==> config.mk <==
export PLATFORM = sky130hd
export DESIGN_NAME = lift_row_seq
export DESIGN_NICKNAME = d
export VERILOG_FILES = /design/src/rtl/lift_row_seq.sv
export SDC_FILE = /design/constraint.sdc
export NUM_CORES = 1
export LEC_CHECK = 0
export ABC_AREA = 1
export CORE_AREA = 4 4 134 136
export CTS_CLUSTER_DIAMETER = 100
export DETAILED_ROUTE_END_ITERATION = 10
export DIE_AREA = 0 0 138 140
export PLACE_DENSITY_LB_ADDON = 0.12
export SYNTH_ARGS = -nofsm -noshare
export SYNTH_HDL_FRONTEND = slang
export SYNTH_SLANG_ARGS = --single-unit
==> constraint.sdc <==
create_clock -name clk -period 2.6 [get_ports clk]
set_input_delay 0.26 -clock clk [delete_from_list [all_inputs] [get_ports clk]]
set_output_delay 0.26 -clock clk [all_outputs]
set_load 0.01 [all_outputs]
==> src/rtl/lift_row_seq.sv <==
// lift_row_seq -- sequencer for one row of the 5/3 lifting transform.
//
// Walks a row of N samples held in an external single-port RAM. For each
// step it fetches left/centre/right, presents them to the lifting datapath,
// waits LIFT_LAT clocks, and writes res_s back over the centre sample.
//   forward: predict pass (odd indices), then update pass (even indices)
//   inverse: update pass (even indices), then predict pass (odd indices)
// Row edges use symmetric extension: i = 0 uses 1 for left,
// and i = N-1 uses N-2 for right.
//
// Ports
//   clk, rst           clock (rising edge), asynchronous active-high reset
//   start, fwd         begin a row (ignored while busy); direction, sampled at start
//   busy, done         row in progress; 1-cycle pulse after the last write
//   mem_addr, mem_we   RAM address (read or write) and write enable
//   mem_wr_data        RAM write data (res_s while writing, else 0)
//   mem_rd_data        RAM read data, valid 1 clk after mem_addr
//   l_s, s_s, r_s      datapath operands, stable from LIFT through WR
//   e_o_s, f_i_s       1 = predict step / 1 = forward direction
//   res_s              datapath result, valid LIFT_LAT clks after the operands
//   abort              only with LIFT_ABORT_EN defined: drop the row at once
//
// Build option: define LIFT_ABORT_EN to add the abort input.
module lift_row_seq #(
  parameter int W        = 16,
  parameter int N        = 8,
  parameter int AW       = 3,
  parameter int LIFT_LAT = 1
) (
  input  logic          clk,
  input  logic          rst,
  input  logic          start,
  input  logic          fwd,
`ifdef LIFT_ABORT_EN
  input  logic          abort,
`endif
  output logic          busy,
  output logic          done,
  output logic [AW-1:0] mem_addr,
  input  logic [W-1:0]  mem_rd_data,
  output logic          mem_we,
  output logic [W-1:0]  mem_wr_data,
  output logic [W-1:0]  l_s,
  output logic [W-1:0]  s_s,
  output logic [W-1:0]  r_s,
  output logic          e_o_s,
  output logic          f_i_s,
  input  logic [W-1:0]  res_s
);

  localparam int CW = (LIFT_LAT > 1) ? $clog2(LIFT_LAT) : 1;
  localparam logic [AW-1:0] LAST_ODD  = AW'(N - 1);
  localparam logic [AW-1:0] LAST_EVEN = AW'(N - 2);

  typedef enum logic [3:0] {
    IDLE, RD_L, RD_S, RD_R, CAPT, LIFT, WR, PASS2, DONE
  } state_t;

  state_t        state;
  logic [AW-1:0] idx;
  logic          pass2;
  logic [CW-1:0] lat_cnt;
  logic [W-1:0]  l_cap;
  logic [W-1:0]  s_cap;
  logic          we_reg;
  logic          abort_hit;

  logic [AW-1:0] last_idx;
  logic [AW-1:0] next_idx;
  logic [AW-1:0] start_idx;
  logic [AW-1:0] pass2_idx;

  // Mirrored neighbours: only i = 0 and i = N-1 fall off the row.
  function automatic logic [AW-1:0] left_of(input logic [AW-1:0] i);
    return (i == '0) ? AW'(1) : i - AW'(1);
  endfunction

  function automatic logic [AW-1:0] right_of(input logic [AW-1:0] i);
    return (i == LAST_ODD) ? LAST_EVEN : i + AW'(1);
  endfunction

`ifdef LIFT_ABORT_EN
  assign abort_hit = abort;
`else
  assign abort_hit = 1'b0;
`endif

  assign last_idx  = e_o_s ? LAST_ODD : LAST_EVEN;
  assign next_idx  = idx + AW'(2);
  assign start_idx = fwd ? AW'(1) : '0;    // forward begins with odd (predict)
  assign pass2_idx = e_o_s ? '0 : AW'(1);  // other parity from the current one

  // The write enable is gated by abort so that an abort landing in WR
  // suppresses the write at the same edge it would have happened.
  assign mem_we      = we_reg & ~abort_hit;
  assign mem_wr_data = mem_we ? res_s : '0;

  always_ff @(posedge clk or posedge rst) begin
    if (rst) begin
      state    <= IDLE;
      idx      <= '0;
      pass2    <= 1'b0;
      lat_cnt  <= '0;
      l_cap    <= '0;
      s_cap    <= '0;
      we_reg   <= 1'b0;
      busy     <= 1'b0;
      done     <= 1'b0;
      mem_addr <= '0;
      l_s      <= '0;
      s_s      <= '0;
      r_s      <= '0;
      e_o_s    <= 1'b0;
      f_i_s    <= 1'b0;
    end else if (abort_hit && state != IDLE) begin
      state  <= IDLE;
      busy   <= 1'b0;
      done   <= 1'b0;
      we_reg <= 1'b0;
    end else begin
      case (state)
        IDLE: begin
          if (start) begin
            state    <= RD_L;
            busy     <= 1'b1;
            pass2    <= 1'b0;
            f_i_s    <= fwd;
            e_o_s    <= fwd;
            idx      <= start_idx;
            mem_addr <= left_of(start_idx);
          end
        end
        RD_L: begin
          state    <= RD_S;
          mem_addr <= idx;
        end
        RD_S: begin
          state    <= RD_R;
          l_cap    <= mem_rd_data;
          mem_addr <= right_of(idx);
        end
        RD_R: begin
          state <= CAPT;
          s_cap <= mem_rd_data;
        end
        CAPT: begin
          // Operands are launched together so they stay stable through WR.
          state   <= LIFT;
          l_s     <= l_cap;
          s_s     <= s_cap;
          r_s     <= mem_rd_data;
          lat_cnt <= '0;
        end
        LIFT: begin
          if (lat_cnt == CW'(LIFT_LAT - 1)) begin
            state    <= WR;
            we_reg   <= 1'b1;
            mem_addr <= idx;
          end else begin
            lat_cnt <= lat_cnt + CW'(1);
          end
        end
        WR: begin
          we_reg <= 1'b0;
          if (idx == last_idx) begin
            if (pass2) begin
              state <= DONE;
              done  <= 1'b1;
            end else begin
              state <= PASS2;
            end
          end else begin
            state    <= RD_L;
            idx      <= next_idx;
            mem_addr <= left_of(next_idx);
          end
        end
        PASS2: begin
          state    <= RD_L;
          pass2    <= 1'b1;
          e_o_s    <= ~e_o_s;
          idx      <= pass2_idx;
          mem_addr <= left_of(pass2_idx);
        end
        DONE: begin
          state <= IDLE;
          done  <= 1'b0;
          busy  <= 1'b0;
        end
        default: state <= IDLE;
      endcase
    end
  end

endmodule
==> metrics.cfg <==
[outcome]
status=finished, final reports clean

[worst_setup_path]
required_ns=2.34
r2r-start=state[1]
rrSetupSlack_ns=1.06
critPathCaptureType=output port
worstPathMaxFanout=18
critPathKind=reg -> out
crit_start=mem_we
critPathLaunchType=flop
timing.rr.end=l_s[5]
reg2reg_depth=6
arrival_ns=1.77

[run]
max-cap-violations=0

[floorplan]
initial_core_util=0.243
die_y_um=140
rows=48
dieWidth_um=138
core_sq_um=16900
pin_count=108
fp.dieArea_sq_um=19300

[layout]
layout_commonest_cell=nand2_1
fill_cells=1794
area_growth_pct=38.6
stdcell_count=808
finalNetCount=617
drive_above_1_share=0.0909
antenna-diode-count=0
mostFrequentLayoutCells=203 x nand2_1, 107 x clkdlybuf4s50_1, 96 x dfrtp_1, 44 x inv_1, 30 x o21ai_0

[clocking]
cts_tree=yes
clock_sinks=96
htreeDepth=3
cts_root_buf=clkbuf_16
clkLatencyLatePin_ns=0.34
cts_resized=0
cts_setup_buffers=0
clk_pin_slew_worst_paths_ns=0.07
clock_path_buffers=2
cts_hold_buf=0
cts-buffers-inserted=9

[drt]
antenna_left=0
num_vias=3293
routed.top_layer=met4
drc=0
first_pass_iters=4
wl_per_cell_um=13.3
drt-initial-drc-count=115
dr_wl_met3_um=551
m1WireLength_mm=4.84
route.met2.wl_mm=5.16
routed_wl_mm=10.8
avgViaCountPerCell=4.08

[synthesis]
synth_edf_count=0
synth_top_area_share=0.584
synthArstFlopShare=1.00
ys_ff_latch=96
ys_seq_area_frac=0.584
synth_largest_area_cell=dfrtp_1
yosys_warnings=0
synth-main-ff-cell=dfrtp_1
synthesis.area_sq_um=4110
syn_avg_cell_area_sq_um=8.68
synth_cell_type_count=26
syn-num-nets=513
synth.area.top_cells=dfrtp_1 58%, nand2_1 19%, inv_1 4.1%
syn_inst=474

[global_route]
grt_pass1_vias=3330
track_usage=0.114
antenna_found_initial=0
overflow=0
grt_first_pass_wirelength_mm=17.7
grt_max_degree=97

[hold_path]
hold_path_class=in -> async

[sta]
finalHoldViolCount=0
rsz0062_at_grt=false
period_needed_ns=2.03
tns_ns=0
fin_skew_ns=0.00709
drv_slew=0
setup_viol=0
post-route-period-util=0.779
slew_headroom=0.581
setup_ws_ns=0.573
timing.fmax_mhz=493
tightest_slew_ns=0.629

[power_and_ir_drop]
irDropWorstVdd_uv=350
leakagePower_nw=2.86
powerDensity_nw_per_um2=1210

[place]
place_congestion=0.827
portBuffers=107
dp_cells=792
dp_slack_ns=0.913
dp_hpwl_mm=7.39

metal layers:
metal,vias up,track usage
met5,-,0
met3,14,0.0406
met4,0,0.0385
met1,1524,0.141
met2,90,0.186
li1,1665,-
state kept, by name, summed over array words and instances (netlist names), 3 cells and up:
signal    count
r_s          16
mem_addr      3
l_cap        16
l_s          16
idx           3
s_cap        16
state         4
s_s          16
final cells by class:
| cell class | count | area (sq um) | area share |
|---|---|---|---|
| clock buffer | 12 | 267 | 0.0467 |
| clock inverter | 4 | 26.3 | 0.00461 |
| inverter | 54 | 209 | 0.0366 |
| multi-input combinational | 307 | 1410 | 0.247 |
| sequential | 96 | 2400 | 0.421 |
| tap | 225 | 282 | 0.0494 |
| timing repair buffer | 110 | 1110 | 0.194 |
worst max-delay path, cell delays in order, from the launching register on:
cell and delay (ns):
dfrtp_1 0.69, nand2_1 0.11, inv_1 0.09, clkdlybuf4s50_1 0.53
per-stage QoR:
stage,hold WS [ns],utilization,total power [W],cell area [sq um]
detailed placement,0.457,0.319,0.00567,5410
global placement,0.458,0.319,0.00562,5410
finish,0.402,0.337,0.00688,5700
CTS,0.433,0.337,0.00703,5700
global route,0.463,0.337,0.00746,5700
floorplan,0.413,-,0.00427,4120
power breakdown:
group          switching, W  internal [W]  total, W
clock network      0.000586      0.000728   0.00131
registers          0.000455       0.00219   0.00264
logic               0.00154       0.00138   0.00292
total               0.00258       0.00430   0.00688
synth_stat cells, types with 5 or more instances:
master and number:
nand2_1 203, inv_2 8, inv_1 45, dfrtp_1 96
nand2_2 8, nor2_4 5, o21ai_0 30, buf_2 8
nand3_1 8, nor2_1 6, buf_4 6, o21ai_1 27
cells by family (layout without fill, tap and decap cells):
group,after synthesis,in the layout,synth area share
AOI/OAI and AO/OA,62,62,0.0797
xor gates and xnor gates,2,2,0.00426
adders and majority gates,3,3,0.00913
buffers and inverters,71,180,0.0733
DFF,96,96,0.584
and+or+nand+nor,240,240,0.250
how the worst max path moves through the flow:
stage	to	slack (ns)	depth (start not counted)
floorplan	busy	1.21	1
global placement	mem_wr_data[2]	0.95	4
detailed placement	mem_wr_data[8]	0.91	3
CTS	mem_wr_data[8]	0.53	3
global route	mem_wr_data[5]	0.43	3
finish	mem_wr_data[5]	0.57	3
Power figures use the tool's default switching activity.
